--- src/rtl/pic_service_sequencer_if.sv ---
// Signal bundle between the IRR stage / CPU side and the PIC service sequencer.
// The sequencer takes the slave view; the driving side takes the master view.
interface pic_service_sequencer_if;
    logic [7:0] interrupt_req_reg;
    logic [7:0] interrupt_mask;
    logic       inta_n;
    logic [4:0] vector_base;
    logic       auto_eoi;
    logic       eoi_valid;
    logic       eoi_specific;
    logic       eoi_rotate;
    logic [2:0] eoi_level;
    logic       int_out;
    logic [7:0] clear_ir_line;
    logic [7:0] in_service_reg;
    logic [7:0] data_out;
    logic       data_out_en;

    modport master (
        output interrupt_req_reg, interrupt_mask, inta_n, vector_base, auto_eoi,
               eoi_valid, eoi_specific, eoi_rotate, eoi_level,
        input  int_out, clear_ir_line, in_service_reg, data_out, data_out_en
    );

    modport slave (
        input  interrupt_req_reg, interrupt_mask, inta_n, vector_base, auto_eoi,
               eoi_valid, eoi_specific, eoi_rotate, eoi_level,
        output int_out, clear_ir_line, in_service_reg, data_out, data_out_en
    );
endinterface

--- src/rtl/pic_service_sequencer.sv ---
// Priority resolver, ISR/EOI handling and 8086 two-pulse INTA sequencer.
//   state | meaning
//   IDLE  | waiting for first INTA falling edge; int_out follows qualification
//   ACK1  | first INTA low; level latched, ISR set, clear pulse issued
//   GAP   | between the two INTA pulses
//   ACK2  | second INTA low; vector byte driven on data bus
module pic_service_sequencer #(
    parameter int NUM_IR = 8
) (
    input logic                    clk,
    input logic                    reset_n,
    pic_service_sequencer_if.slave bus
);

    typedef enum logic [1:0] {IDLE, ACK1, GAP, ACK2} state_t;

    state_t     r_state;
    logic       r_inta_d;
    logic       r_int;
    logic       r_spurious;
    logic       r_dout_en;
    logic [7:0] r_clear;
    logic [7:0] r_isr;
    logic [7:0] r_dout;
    logic [2:0] r_lowest;
    logic [2:0] r_ack_level;

    // Returns {found, level} of the highest-priority set bit, scanning upward from low+1.
    function automatic logic [3:0] find_top(input logic [7:0] v, input logic [2:0] low);
        logic       found;
        logic [2:0] lvl;
        logic [2:0] idx;
        found = 1'b0;
        lvl   = 3'd0;
        for (int k = 1; k <= NUM_IR; k++) begin
            idx = low + k[2:0];
            if (!found && v[idx]) begin
                found = 1'b1;
                lvl   = idx;
            end
        end
        return {found, lvl};
    endfunction

    // Smaller rank means higher priority.
    function automatic logic [2:0] rank(input logic [2:0] lvl, input logic [2:0] low);
        return lvl - low - 3'd1;
    endfunction

    logic [7:0] w_pending;
    logic [3:0] w_cand;
    logic [3:0] w_isr_top;
    logic       w_qual;
    logic       w_inta_fall;
    logic       w_ack_take;
    logic       w_aeoi_clr;
    logic       w_eoi_hit;
    logic [2:0] w_eoi_lvl;
    logic [7:0] w_isr_next;
    logic [2:0] w_lowest_next;

    assign w_pending   = bus.interrupt_req_reg & ~bus.interrupt_mask;
    assign w_cand      = find_top(w_pending, r_lowest);
    assign w_isr_top   = find_top(r_isr, r_lowest);
    assign w_qual      = w_cand[3] && (!w_isr_top[3] ||
                         (rank(w_cand[2:0], r_lowest) < rank(w_isr_top[2:0], r_lowest)));
    assign w_inta_fall = !bus.inta_n && r_inta_d;
    assign w_ack_take  = (r_state == IDLE) && w_inta_fall && w_qual;
    assign w_aeoi_clr  = (r_state == ACK2) && bus.inta_n && bus.auto_eoi && !r_spurious;
    assign w_eoi_lvl   = bus.eoi_specific ? bus.eoi_level : w_isr_top[2:0];
    assign w_eoi_hit   = bus.eoi_valid &&
                         (bus.eoi_specific ? r_isr[bus.eoi_level] : w_isr_top[3]);

    // Clears first, acknowledge set last so a same-bit collision leaves the bit set.
    always_comb begin
        w_isr_next    = r_isr;
        w_lowest_next = r_lowest;
        if (w_eoi_hit) begin
            w_isr_next[w_eoi_lvl] = 1'b0;
            if (bus.eoi_rotate) w_lowest_next = w_eoi_lvl;
        end
        if (w_aeoi_clr) begin
            w_isr_next[r_ack_level] = 1'b0;
            if (bus.eoi_rotate) w_lowest_next = r_ack_level;
        end
        if (w_ack_take) w_isr_next[w_cand[2:0]] = 1'b1;
    end

    always_ff @(posedge clk or negedge reset_n) begin
        if (!reset_n) begin
            r_state     <= IDLE;
            r_inta_d    <= 1'b1;
            r_int       <= 1'b0;
            r_clear     <= '0;
            r_isr       <= '0;
            r_lowest    <= 3'd7;
            r_ack_level <= 3'd0;
            r_spurious  <= 1'b0;
            r_dout      <= '0;
            r_dout_en   <= 1'b0;
        end else begin
            r_inta_d <= bus.inta_n;
            r_isr    <= w_isr_next;
            r_lowest <= w_lowest_next;
            r_clear  <= '0;
            case (r_state)
                IDLE: begin
                    if (w_inta_fall) begin
                        r_state     <= ACK1;
                        r_int       <= 1'b0;
                        r_ack_level <= w_qual ? w_cand[2:0] : 3'd7;
                        r_spurious  <= !w_qual;
                        if (w_qual) r_clear <= 8'(1) << w_cand[2:0];
                    end else begin
                        r_int <= w_qual;
                    end
                end
                ACK1: if (bus.inta_n) r_state <= GAP;
                GAP: begin
                    if (w_inta_fall) begin
                        r_state   <= ACK2;
                        r_dout    <= {bus.vector_base, r_ack_level};
                        r_dout_en <= 1'b1;
                    end
                end
                ACK2: begin
                    if (bus.inta_n) begin
                        r_state   <= IDLE;
                        r_dout_en <= 1'b0;
                    end
                end
                default: r_state <= IDLE;
            endcase
        end
    end

    assign bus.int_out        = r_int;
    assign bus.clear_ir_line  = r_clear;
    assign bus.in_service_reg = r_isr;
    assign bus.data_out       = r_dout;
    assign bus.data_out_en    = r_dout_en;

endmodule

--- src/flat_wrapper.sv ---
// flat-port wrapper written by rule: the top's interface ports become plain ports
module pic_service_sequencer_flat 
#(
    parameter int NUM_IR = 8
)
  (clk, reset_n, bus_interrupt_req_reg, bus_interrupt_mask, bus_inta_n, bus_vector_base, bus_auto_eoi, bus_eoi_valid, bus_eoi_specific, bus_eoi_rotate, bus_eoi_level, bus_int_out, bus_clear_ir_line, bus_in_service_reg, bus_data_out, bus_data_out_en);
  pic_service_sequencer_if bus_i ();
  input logic clk;
  input logic reset_n;
  input wire logic [$bits(bus_i.interrupt_req_reg)-1:0] bus_interrupt_req_reg;
  input wire logic [$bits(bus_i.interrupt_mask)-1:0] bus_interrupt_mask;
  input wire logic [$bits(bus_i.inta_n)-1:0] bus_inta_n;
  input wire logic [$bits(bus_i.vector_base)-1:0] bus_vector_base;
  input wire logic [$bits(bus_i.auto_eoi)-1:0] bus_auto_eoi;
  input wire logic [$bits(bus_i.eoi_valid)-1:0] bus_eoi_valid;
  input wire logic [$bits(bus_i.eoi_specific)-1:0] bus_eoi_specific;
  input wire logic [$bits(bus_i.eoi_rotate)-1:0] bus_eoi_rotate;
  input wire logic [$bits(bus_i.eoi_level)-1:0] bus_eoi_level;
  output wire logic [$bits(bus_i.int_out)-1:0] bus_int_out;
  output wire logic [$bits(bus_i.clear_ir_line)-1:0] bus_clear_ir_line;
  output wire logic [$bits(bus_i.in_service_reg)-1:0] bus_in_service_reg;
  output wire logic [$bits(bus_i.data_out)-1:0] bus_data_out;
  output wire logic [$bits(bus_i.data_out_en)-1:0] bus_data_out_en;
  assign bus_i.interrupt_req_reg = bus_interrupt_req_reg;
  assign bus_i.interrupt_mask = bus_interrupt_mask;
  assign bus_i.inta_n = bus_inta_n;
  assign bus_i.vector_base = bus_vector_base;
  assign bus_i.auto_eoi = bus_auto_eoi;
  assign bus_i.eoi_valid = bus_eoi_valid;
  assign bus_i.eoi_specific = bus_eoi_specific;
  assign bus_i.eoi_rotate = bus_eoi_rotate;
  assign bus_i.eoi_level = bus_eoi_level;
  assign bus_int_out = bus_i.int_out;
  assign bus_clear_ir_line = bus_i.clear_ir_line;
  assign bus_in_service_reg = bus_i.in_service_reg;
  assign bus_data_out = bus_i.data_out;
  assign bus_data_out_en = bus_i.data_out_en;
  pic_service_sequencer #(.NUM_IR(NUM_IR)) u_core (.clk(clk), .reset_n(reset_n), .bus(bus_i));
endmodule
--- config.mk ---
export PLATFORM = sky130hd
export DESIGN_NAME = pic_service_sequencer_flat
export DESIGN_NICKNAME = d
export VERILOG_FILES = /design/src/rtl/pic_service_sequencer_if.sv /design/src/rtl/pic_service_sequencer.sv /design/src/flat_wrapper.sv
export SDC_FILE = /design/constraint.sdc
export NUM_CORES = 1
export LEC_CHECK = 0
export BUFFER_PORTS_ARGS = -buffer_cell sky130_fd_sc_hd__buf_4
export CAP_MARGIN = 20
export CORE_ASPECT_RATIO = 2
export CORE_MARGIN = 8
export CORE_UTILIZATION = 56
export DETAILED_ROUTE_END_ITERATION = 10
export PLACE_DENSITY = 0.79
export SKIP_LAST_GASP = 1
export SLEW_MARGIN = 20
export SYNTH_ARGS = -nofsm -noshare
export SYNTH_HDL_FRONTEND = slang
export SYNTH_SLANG_ARGS = --single-unit
--- constraint.sdc ---
create_clock -name clk -period 15.12 [get_ports clk]
set_input_delay 2.268 -clock clk [delete_from_list [all_inputs] [get_ports clk]]
set_output_delay 2.268 -clock clk [all_outputs]
set_load 0.1 [all_outputs]
# Word-level counts from Yosys, hierarchy flattened
# Index checks and enable logic that the tools add are counted.
[word_totals] out_inout_bits=26 input_bits=31 regBits=36 wordCells=196
[classes] add_sub_neg=11 reduce_logical=50 n_eq_ne=7 n_bitwise=7 shifts=1 mux=94 n_lt_le_gt_ge=16
[op_table] op="two-way mux 3 bit" n=22
[op_table] op="binary-select mux 1 bit (select 3 bit)" n=17
[op_table] op="< comparator 3 x 4 -> 1 bit, second input constant" n=12
[op_table] op="two-way mux 8 bit" n=6
[op_table] op="two-way mux 1 bit" n=40
[op_table] op="logical AND 1 bit" n=25
[op_table] op="bitwise AND 8 bit" n=3
[op_table] op="inverter 8 bit" n=3
[op_table] op="logical NOT 1 bit" n=18
[op_table] op="adder 3 bit, second input constant" n=4
[op_table] op="demux 1 bit (select 3 bit)" n=3
[op_table] op=">= comparator 3 x 1 -> 1 bit, second input constant" n=3
[op_table] op="two-way mux 2 bit" n=4
[op_table] op="bitwise OR 8 bit" n=1
[op_table] op="one-hot mux 2 bit (4 select lines)" n=1
[op_table] op="<< shifter 1 x 3 -> 8 bit, first input constant" n=1
[op_table] op="adder 3 x 2 -> 3 bit, second input constant" n=2
[op_table] op="subtractor 3 x 1 -> 3 bit, second input constant" n=2
[op_table] op="subtractor 3 bit" n=2
[op_table] op="equality test 2 bit, second input constant" n=2
[op_table] op="!= test 2 x 1 -> 1 bit, second input constant" n=2
[op_table] op="!= test 2 bit, second input constant" n=2
[op_table] op="AND reduction 2 bit" n=2
[op_table] op="AND reduction 4 bit" n=1
[op_table] op="8 further kinds" n=8

# Longest topological paths before layout
[depth] word_depth=37 mapped_depth=23 ltp_nobuf=19

# Least setup slack after synthesis
# No wires, ideal clock.
[synth_timing] kind="input -> register" startpoint="input port bus_interrupt_mask[6]" endpoint="register u_core.r_isr[5], in the netlist u_core.bus.in_service_reg[5]" n_path_buf=2 setup_ps=95 path_slack_ps=8732 required_ps=15025 arrival_time_ps=6292 stages=18 path_cell_list="nand2b_1 mux2i_1 mux4_2 or3b_4 or3_1 buf_2 a21oi_1 o32a_1 buf_2 fa_1 ha_1 a21oi_1 nor2b_1 o32ai_1 o311a_4 nor3b_1 clkinv_1 o31ai_1"
[synth_via] elab_chain_len=33 word_cells_on_any_way=61 classes_between="2 x add/sub; 3 x order compare; 35 x mux; 3 x bitwise; 18 x reduce/logical"
[synth_lines] item="start: declaration" line="flat_wrapper.sv:11" source="input wire logic [$bits(bus_i.interrupt_mask)-1:0] bus_interrupt_mask;"
[synth_lines] item="inverter 8 bit (*)" line="pic_service_sequencer.sv:62" source="assign w_pending = bus.interrupt_req_reg & ~bus.interrupt_mask;"
[synth_lines] item="bitwise AND 8 bit (*)" line="pic_service_sequencer.sv:62"
[synth_lines] item="binary-select mux 1 bit (select 3 bit)" line="pic_service_sequencer.sv:37" source="if (!found && v[idx]) begin"
[synth_lines] item="two-way mux 1 bit (implied by the code)" line="pic_service_sequencer.sv:37"
[synth_lines] item="two-way mux 1 bit" line="pic_service_sequencer.sv:37"
[synth_lines] item="logical NOT 1 bit" line="pic_service_sequencer.sv:37"
[synth_lines] item="logical AND 1 bit" line="pic_service_sequencer.sv:37"
[synth_lines] item="two-way mux 1 bit" line="pic_service_sequencer.sv:37"
[synth_lines] item="[... 18 more ...]"
[synth_lines] item="subtractor 3 bit" line="pic_service_sequencer.sv:47" source="return lvl - low - 3'd1;"
[synth_lines] item="subtractor 3 x 1 -> 3 bit" line="pic_service_sequencer.sv:47"
[synth_lines] item="< comparator 3 bit" line="pic_service_sequencer.sv:66" source="(rank(w_cand[2:0], r_lowest) < rank(w_isr_top[2:0], r_lowest)));"
[synth_lines] item="logical OR 1 bit" line="pic_service_sequencer.sv:65" source="assign w_qual = w_cand[3] && (!w_isr_top[3] ||"
[synth_lines] item="logical AND 1 bit" line="pic_service_sequencer.sv:65"
[synth_lines] item="logical AND 1 bit" line="pic_service_sequencer.sv:68" source="assign w_ack_take = (r_state == IDLE) && w_inta_fall && w_qual;"
[synth_lines] item="two-way mux 8 bit (*)" line="pic_service_sequencer.sv:86" source="if (w_ack_take) w_isr_next[w_cand[2:0]] = 1'b1;"
[synth_lines] item="via u_core.w_isr_next[5]" line="pic_service_sequencer.sv:59" source="logic [7:0] w_isr_next;"
[synth_lines] item="end signal: assignment" line="pic_service_sequencer.sv:103" source="r_isr <= w_isr_next;"
[synth_lines] item="end: declaration" line="pic_service_sequencer.sv:23" source="logic [7:0] r_isr;"
# Mark *: on every way through the listed nets, which the timed path passes. The rest lies on a longest branch. The select of a mux whose other input is x is not followed.
# A chain may end at the register's enable or synchronous reset.

# Worst setup path after layout
# Same ends and word-level chain as after synthesis.

==> results.py <==
metrics = {
    "critical_path": {
        "start_kind": "primary input",
        "arrival_ns": 7.22,
        "cp_max_fo": 10,
        "r2r_slack_ns": 8.20,
        "crit_path_end_kind": "register",
        "cp_data_required_time_ns": 15.30,
        "crit_type": "primary input to register",
        "rr_worst_depth": 19,
        "r2r-end": "u_core.bus.in_service_reg[5]",
    },
    "synth": {
        "ys_ff_latch": 36,
        "ys_seq_area_share_pct": 23.6,
        "synth_area_mm2": 0.00384,
        "synth_edf_count": 0,
        "avgSynthCellArea_um2": 9.64,
        "synthCells": 399,
        "ys_types": 78,
        "synth_fp_nets": 442,
        "ys.flop_type": "dfrtp_1",
        "synth_warnings": 0,
        "async_flop_share_pct": 100,
    },
    "grt": {
        "grt_overflow": 0,
        "antenna_found_initial": 0,
        "grtUsageTotal_pct": 21.2,
        "met3_usage_pct": 3.92,
        "grt_pass1_wl_mm": 16.8,
        "grt_pass1_vias": 3418,
        "grt_use_met1_pct": 26.6,
        "grt_most_used_layer": "met2",
        "grtUsageMet2_pct": 34.9,
        "grt_max_degree": 43,
    },
    "cts": {
        "clk_transition_reported_paths_ns": 0.05,
        "cts_hold_buf": 0,
        "ctsResizeCount": 0,
        "htree_levels": 2,
        "worstSkewPairLatency_ns": 0.28,
        "root_buffer": "clkbuf_16",
        "numCtsBuffers": 5,
        "cts_buffer_depth": 2,
        "cts_num_sinks": 36,
        "cts_tree": "done",
        "postCtsSetupBuffers": 0,
    },
    "cells_and_area": {
        "layout.nets": 484,
        "antennaDiodeCount": 0,
        "layoutNonFillerInstCount": 532,
        "layout_common_cells": "59 x buf_4, 32 x nor2_1, 32 x dfrtp_1",
        "syn_to_final_growth_pct": 15.6,
        "mostFrequentLayoutCell": "buf_4",
        "drive_above_1_share_pct": 29.9,
        "post-route-util_pct": 65.6,
    },
    "drt": {
        "ant_nets": 0,
        "vias": 3458,
        "routed_via_density": 6.50,
        "drtIter0Drc": 336,
        "drc": 0,
        "drt-wirelength-per-cell_um": 19.4,
        "drt_pre_antenna_iters": 5,
        "routed_wirelength_mm": 10.3,
    },
    "min_path": {
        "hold_end": "u_core.bus.data_out[6]",
        "hold_depth": 1,
        "min_path_type": "register to register",
        "hp-start": "u_core.bus.data_out[6]",
    },
    "timing": {
        "setup_viol": 0,
        "max-slew-margin-rel_pct": 49.4,
        "slew_viol_final": 0,
        "worst_slack_ns": 8.07,
        "worst_pin_slew_ns": 0.754,
        "hold_viol": 0,
        "min_period_over_period_pct": 46.6,
        "final.min_clock_period_ns": 7.05,
        "fmax_ghz": 0.142,
        "grt_setup_unrepaired": "false",
        "totalNegativeSetupSlack_ns": 0,
        "finalClockSkew_ns": 0.00514,
    },
    "outcome": {
        "status": "complete, no violations",
    },
    "place": {
        "dp_hpwl_mm": 7.66,
        "pre_cts_ws_ns": 7.91,
        "placed_cells": 524,
        "place.gp.congestion": 0.924,
        "portBuffers": 56,
    },
    "floorplan": {
        "core_area_mm2": 0.00678,
        "die_w_um": 74.6,
        "die_y_um": 133,
        "dieArea_mm2": 0.00993,
        "initial_core_util_pct": 56.7,
        "row_count": 43,
        "top_level_ports": 57,
    },
    "run": {
        "max_cap_viol_count": 0,
    },
}
## metrics by stage
| step | area, um^2 | hold slack, ns |
|---|---|---|
| after floorplan | 3840 | 0.481 |
| after global placement | 4280 | 0.488 |
| after detailed placement | 4280 | 0.489 |
| after CTS | 4440 | 0.506 |
| after global routing | 4440 | 0.523 |
| final | 4440 | 0.510 |
## per-layer routing
| metal | vias up | part of all wire, % |
|---|---|---|
| met2 | 119 | 52 |
| met5 | - | 0 |
| met3 | 27 | 5.7 |
| li1 | 1627 | - |
| met1 | 1685 | 41 |
| met4 | 0 | 2.2 |
## worst max-delay path by stage
stage | depth (start not counted) | slack (ns) | end | from
4_1_cts | 17 | 8.17 | u_core.bus.in_service_reg[5] | bus_interrupt_mask[6]
3_5_place_dp | 17 | 7.91 | u_core.bus.in_service_reg[5] | bus_interrupt_mask[6]
2_1_floorplan | 18 | 8.73 | u_core.bus.in_service_reg[5] | bus_interrupt_mask[6]
3_3_place_gp | 17 | 8.03 | u_core.bus.in_service_reg[1] | bus_interrupt_mask[6]
5_1_grt | 19 | 7.66 | u_core.bus.in_service_reg[5] | register
6_report | 17 | 8.07 | u_core.bus.in_service_reg[5] | bus_interrupt_mask[6]
## Yosys cell counts, types with 7 or more instances
| master | count | area [um^2] |
|---|---|---|
| ha_1 | 10 | 125 |
| dfrtp_1 | 32 | 801 |
| mux2i_1 | 29 | 290 |
| o21ai_0 | 22 | 110 |
| a21oi_1 | 8 | 40.0 |
| inv_1 | 7 | 26.3 |
| mux4_2 | 22 | 495 |
| buf_2 | 9 | 45.0 |
| mux2_2 | 24 | 270 |
| nand2_1 | 28 | 105 |
| and2_1 | 7 | 43.8 |
| clkbuf_1 | 10 | 37.5 |
| nand2b_1 | 15 | 93.8 |
| nor3_1 | 13 | 65.1 |
| nor2_1 | 32 | 120 |
## kinds of logic (layout without fill, tap and decap cells)
kind of cell	after synthesis	count (layout)	share of synthesized area, %
simple gates	130	130	17.8
compound gates	103	103	20.2
mux	75	75	27.5
flops	36	36	23.6
buf+inv	35	78	4.20
fa+ha+maj	12	12	4.30
xor+xnor	8	8	2.51
## area by class of cell
cell class	instances	area, um^2
Sequential cell	36	906
Inverter	11	41.3
Clock buffer	6	129
Multi-Input combinational cell	328	2780
Timing Repair Buffer	59	443
Clock inverter	2	35.0
Tap cell	90	113
Fill cell	599	2330
## critical path, stage by stage
cell	delay, ns
buf_4	0.08
nand2b_1	0.17
mux2i_1	0.22
mux4_2	0.58
or3b_4	0.41
or3_1	0.49
a21oi_1	0.18
o32a_1	0.40
fa_1	0.51
ha_1	0.30
a21oi_1	0.13
nor2b_1	0.06
o32ai_1	0.25
o311a_4	0.32
nor3b_1	0.36
clkinv_1	0.22
o31ai_1	0.27
Power is not shown: default switching activity piles up to over one toggle a cycle in this logic, so the estimate is an artifact.
